==> src/rtl/dp_share_arbiter.sv <==
// Round-robin sharing of one registered datapath stage among NUM_REQ sample producers.
// Each accepted sample is issued with a one-cycle load strobe, then returned tagged with its requester index.
module dp_share_arbiter #(
  parameter int NUM_REQ     = 4,
  parameter int DATA_W      = 8,
  parameter int HOLD_CYCLES = 2,
  parameter int ID_W        = (NUM_REQ > 1) ? $clog2(NUM_REQ) : 1
) (
  input  logic                      clk,
  input  logic                      rstn,
  input  logic [NUM_REQ-1:0]        req_valid,
  input  logic [NUM_REQ*DATA_W-1:0] req_data,
  output logic [NUM_REQ-1:0]        req_ready,
  output logic [DATA_W-1:0]         dp_d,
  output logic                      dp_en,
  input  logic [DATA_W-1:0]         dp_q,
  output logic                      rsp_valid,
  output logic [ID_W-1:0]           rsp_id,
  output logic [DATA_W-1:0]         rsp_data,
  input  logic                      rsp_ready
);

  localparam int CNT_W = $clog2(HOLD_CYCLES) + 1;

  typedef enum logic [1:0] {
    IDLE = 2'd0,
    EXEC = 2'd1,
    RESP = 2'd2
  } state_t;

  state_t             state_r;
  logic [ID_W-1:0]    ptr_r;
  logic [CNT_W-1:0]   cnt_r;

  logic               found_s;
  logic               hit_s;
  logic [ID_W-1:0]    win_s;
  logic [ID_W:0]      sum_s;
  logic [ID_W-1:0]    idx_s;
  logic [ID_W:0]      win_inc_s;
  logic [ID_W-1:0]    ptr_nxt_s;
  logic [DATA_W-1:0]  win_data_s;

  // Rotating priority scan starting at ptr; the wide sum keeps the modulo in range for any NUM_REQ.
  always_comb begin
    found_s = 1'b0;
    hit_s   = 1'b0;
    win_s   = '0;
    sum_s   = '0;
    idx_s   = '0;
    for (int k = 0; k < NUM_REQ; k++) begin
      sum_s   = {1'b0, ptr_r} + (ID_W+1)'(k);
      idx_s   = (sum_s >= (ID_W+1)'(NUM_REQ)) ? ID_W'(sum_s - (ID_W+1)'(NUM_REQ)) : ID_W'(sum_s);
      hit_s   = ~found_s & req_valid[idx_s];
      win_s   = hit_s ? idx_s : win_s;
      found_s = found_s | hit_s;
    end
  end

  // Winner's sample and the pointer position just past the winner.
  always_comb begin
    win_data_s = '0;
    for (int i = 0; i < NUM_REQ; i++) begin
      win_data_s = (win_s == ID_W'(i)) ? req_data[i*DATA_W +: DATA_W] : win_data_s;
    end
    win_inc_s = {1'b0, win_s} + (ID_W+1)'(1);
    ptr_nxt_s = (win_inc_s == (ID_W+1)'(NUM_REQ)) ? '0 : win_inc_s[ID_W-1:0];
  end

  // Grant is purely combinational so a requester dropping valid never leaves a stale grant.
  always_comb begin
    req_ready = '0;
    if (rstn && (state_r == IDLE) && found_s) begin
      req_ready[win_s] = 1'b1;
    end else begin
      req_ready = '0;
    end
  end

  // Issue / occupancy / response sequencing with registered datapath and response outputs.
  always_ff @(posedge clk) begin
    if (!rstn) begin
      state_r   <= IDLE;
      ptr_r     <= '0;
      cnt_r     <= '0;
      dp_d      <= '0;
      dp_en     <= 1'b0;
      rsp_valid <= 1'b0;
      rsp_id    <= '0;
      rsp_data  <= '0;
    end else begin
      case (state_r)
        IDLE: begin
          dp_en <= 1'b0;
          if (found_s) begin
            dp_d    <= win_data_s;
            dp_en   <= 1'b1;
            rsp_id  <= win_s;
            ptr_r   <= ptr_nxt_s;
            cnt_r   <= CNT_W'(HOLD_CYCLES - 1);
            state_r <= EXEC;
          end
        end
        EXEC: begin
          dp_en <= 1'b0;
          if (cnt_r == '0) begin
            rsp_data  <= dp_q;
            rsp_valid <= 1'b1;
            state_r   <= RESP;
          end else begin
            cnt_r <= cnt_r - CNT_W'(1);
          end
        end
        RESP: begin
          dp_en <= 1'b0;
          if (rsp_ready) begin
            rsp_valid <= 1'b0;
            state_r   <= IDLE;
          end
        end
        default: begin
          dp_en     <= 1'b0;
          rsp_valid <= 1'b0;
          state_r   <= IDLE;
        end
      endcase
    end
  end

endmodule

==> config.mk <==
export PLATFORM = sky130hd
export DESIGN_NAME = dp_share_arbiter
export DESIGN_NICKNAME = d
export VERILOG_FILES = /design/src/rtl/dp_share_arbiter.sv
export SDC_FILE = /design/constraint.sdc
export NUM_CORES = 1
export LEC_CHECK = 0
export CAP_MARGIN = 20
export CORE_MARGIN = 5
export CORE_UTILIZATION = 55
export DETAILED_ROUTE_END_ITERATION = 10
export DONT_BUFFER_PORTS = 1
export GPL_TIMING_DRIVEN = 0
export PLACE_DENSITY_LB_ADDON = 0.08
export SETUP_SLACK_MARGIN = 0.1
export SLEW_MARGIN = 20
export SYNTH_ARGS = -nofsm -noshare
export SYNTH_HDL_FRONTEND = slang
export SYNTH_SLANG_ARGS = --single-unit
==> constraint.sdc <==
create_clock -name clk -period 2.02 [get_ports clk]
set_input_delay 0.101 -clock clk [delete_from_list [all_inputs] [get_ports clk]]
set_output_delay 0.101 -clock clk [all_outputs]
set_load 0.1 [all_outputs]
==> run summary <==
RSZ-0062 raised after global routing -> yes
pre-CTS setup slack -> -0.2977 ns
final cell count without fillers -> 252
Multi-input gate area -> 1086 µm²
Min-Delay Path Class -> input port to register
GPL Wtd Cong -> 0.7272
failing checks -> negative setup slack
clk_lat worst skew -> 0.33 ns
Detail Route Antenna Nets -> 0
Synth top area share -> 34.87%
Yosys top cell by area -> dfxtp_1
sequential share of the synthesized area -> 34.87%
vias in the first global route -> 1412
CTS clk-pin slew, worst paths -> 0.15 ns
via/cell ratio -> 6.028
antenna violations before repair -> 0
DRT iter0 DRCs -> 68
nets -> 275
#FFs+latches synth -> 26
Worst Max-Slew Pin Slew -> 1.029 ns
I/O pins -> 71
final count of hold timing violations -> 0
Setup Skew -> 0.01489 ns
Syn Nets -> 240
number of H-tree levels -> 1
most frequent cells in the layout -> 31 x nand2_1, 24 x dfxtp_1, 20 x a21oi_2
clk root buf -> clkbuf_4
IR drop worst, VDD -> 0.8924 mV
Num CTS Buffers -> 3
Tmin final -> 2.154 ns
synth warn -> 0
DR vias -> 1519
# setup viols final -> 7
Area Overhead vs Synth -> 44.84%
first-pass GRT wire length -> 6334 µm
syn_area_per_cell -> 7.940 µm²
Initial Utilization -> 58.65%
Setup crit end kind -> output port
Slew Viols, Final -> 0
Cell Pwr Density -> 1120 nW/µm²
I/O Buffers -> 0
wire per inst -> 20.48 µm
ant diodes -> 0
final worst slack -> -0.1341 ns
Chip Height -> 62.10 µm
dpl hpwl -> 2802 µm
Yosys cell types -> 35
fin crit share -> 106.6%
Synth Instances -> 188
DRC errors left -> 0
WP data required -> 1.92 ns
CTS tree -> done
startpoint types -> register
max_cap viols -> 0
Core Box Area -> 2545 µm²
layout cells sized above 1 -> 43.69%
drt pass-1 iters -> 5
row cnt -> 18
Setup Crit Path Kind -> register to output port
Routed WL -> 5162 µm
Tot GR Track Use -> 22.39%
CTS Sinks -> 26
fillcell total -> 137
leakage power -> 0.8508 nW
die area -> 3856 µm²
worst path arrival time -> 2.05 ns
Max Fclk -> 464.2 MHz
synth top area cells -> dfxtp_1 35%, nand2_1 8.3%, a21oi_1 6.7%
die width -> 62.10 µm
FF+latch area -> 528.0 µm²
gr ovfl total -> 0
status -> complete, but fails checks
placed insts -> 218
mapped cell area -> 1493 µm²
crit path max fanout -> 4
commonest non-fill, non-tap cell in the layout -> nand2_1
largest net degree at the start of global routing -> 15
Max Root-Sink Buffers -> 2
Rel. slew slack -> 31.32%
Sum Neg Setup Slack -> -0.5662 ns
worst paths after layout:
kind,start,end,cells past startpoint,slack [ns]
worst max-delay path,ptr_r[1],req_ready[3],8,-0.13
worst min register to register,ptr_r[1],ptr_r[1],2,0.54
worst max register to register,ptr_r[0],dp_d[6],12,-0.12
worst min-delay path,req_data[30],dp_d[6],2,0.03
per-layer routing:
layer  up-vias  part of all wire, %  global-route usage (%)  wire (µm)
li1        707                    -                       -          -
met2       104                   50                   42.01       2598
met4         0                  3.4                   8.788        174
met3        21                   10                   6.198        521
met1       687                   36                   23.18       1867
met5         -                    0                       0          0
metrics by stage:
step | hold WS (ns) | utilization, % | power (mW) | cell area (µm²)
global route | 0.01840 | 84.96 | 2.542 | 2162
finish | 0.03446 | 84.96 | 2.422 | 2162
floorplan | 0.2359 | - | 1.609 | 1505
detailed placement | 0.2451 | 60.62 | 1.727 | 1543
global placement | 0.2390 | 60.62 | 1.696 | 1543
CTS | 0.002462 | 76.79 | 2.212 | 1954
critical path: stages, from the launching register on:
cell and delay, ns:
dfxtp_4 0.39, a21o_4 0.22, a21oi_4 0.16, o22ai_4 0.12, inv_2 0.09, buf_4 0.12
ha_4 0.14, buf_6 0.09, and3_4 0.38
sequential cells by signal, indices dropped and copies added, names as in the netlist:
| name | count |
|---|---|
| rsp_data | 8 |
| rsp_id | 2 |
| dp_d | 8 |
| ptr_r | 2 |
| rsp_valid | 1 |
| state_r | 2 |
| cnt_r | 2 |
| dp_en | 1 |
power by group:
part | total [mW] | switching (mW) | internal, mW
sequential | 1.14 | 0.538 | 0.597
clock | 0.266 | 0.155 | 0.110
combinational | 1.02 | 0.562 | 0.459
total | 2.42 | 1.26 | 1.17
cell families after synthesis:
family	share of synthesized area, %
fa+ha+maj	4.191
compound gates	31.85
simple gates	19.78
buf+inv	9.304
flops	34.87
synth_stat cells:
| cell | count |
|---|---|
| clkbuf_1 | 3 |
| inv_1 | 16 |
| nor3_2 | 1 |
| o22ai_1 | 1 |
| o21a_1 | 2 |
| o31a_1 | 1 |
| a21oi_1 | 20 |
| o22ai_2 | 1 |
| nor2_2 | 1 |
| nand2b_2 | 1 |
| and3_1 | 4 |
| buf_1 | 2 |
| o21ai_2 | 6 |
| nand2_1 | 33 |
| buf_2 | 5 |
| nor3_4 | 1 |
| clkbuf_2 | 1 |
| nor4_4 | 1 |
| a21boi_1 | 10 |
| a21o_2 | 1 |
| clkbuf_4 | 1 |
| ha_1 | 5 |
| nor3_1 | 1 |
| a21oi_2 | 6 |
| dfxtp_1 | 26 |
| nand3_1 | 2 |
| nor2b_1 | 3 |
| and2_1 | 1 |
| o221a_2 | 1 |
| buf_6 | 2 |
| a22oi_1 | 9 |
| or2_1 | 1 |
| nor3b_4 | 1 |
| o21ai_0 | 13 |
| nor2_1 | 5 |
repair_timing:
action	CTS	global route
setup buffers	11	6
resized for setup	53	38
pin swaps	13	19
hold endpoints to repair	13	3
hold buffers	13	3
setup endpoints to repair	12	12
area by class of cell:
type                    instances  share of cell area (%)
multi-input cells             132                   50.23
flip-flops and latches         26                   24.42
repair buffers                 32                   14.18
plain buffers                  12                   4.977
inverters                      16                   2.778
well taps                      30                   1.736
clock buffers                   4                   1.678
(Power assumes the default switching activity.)
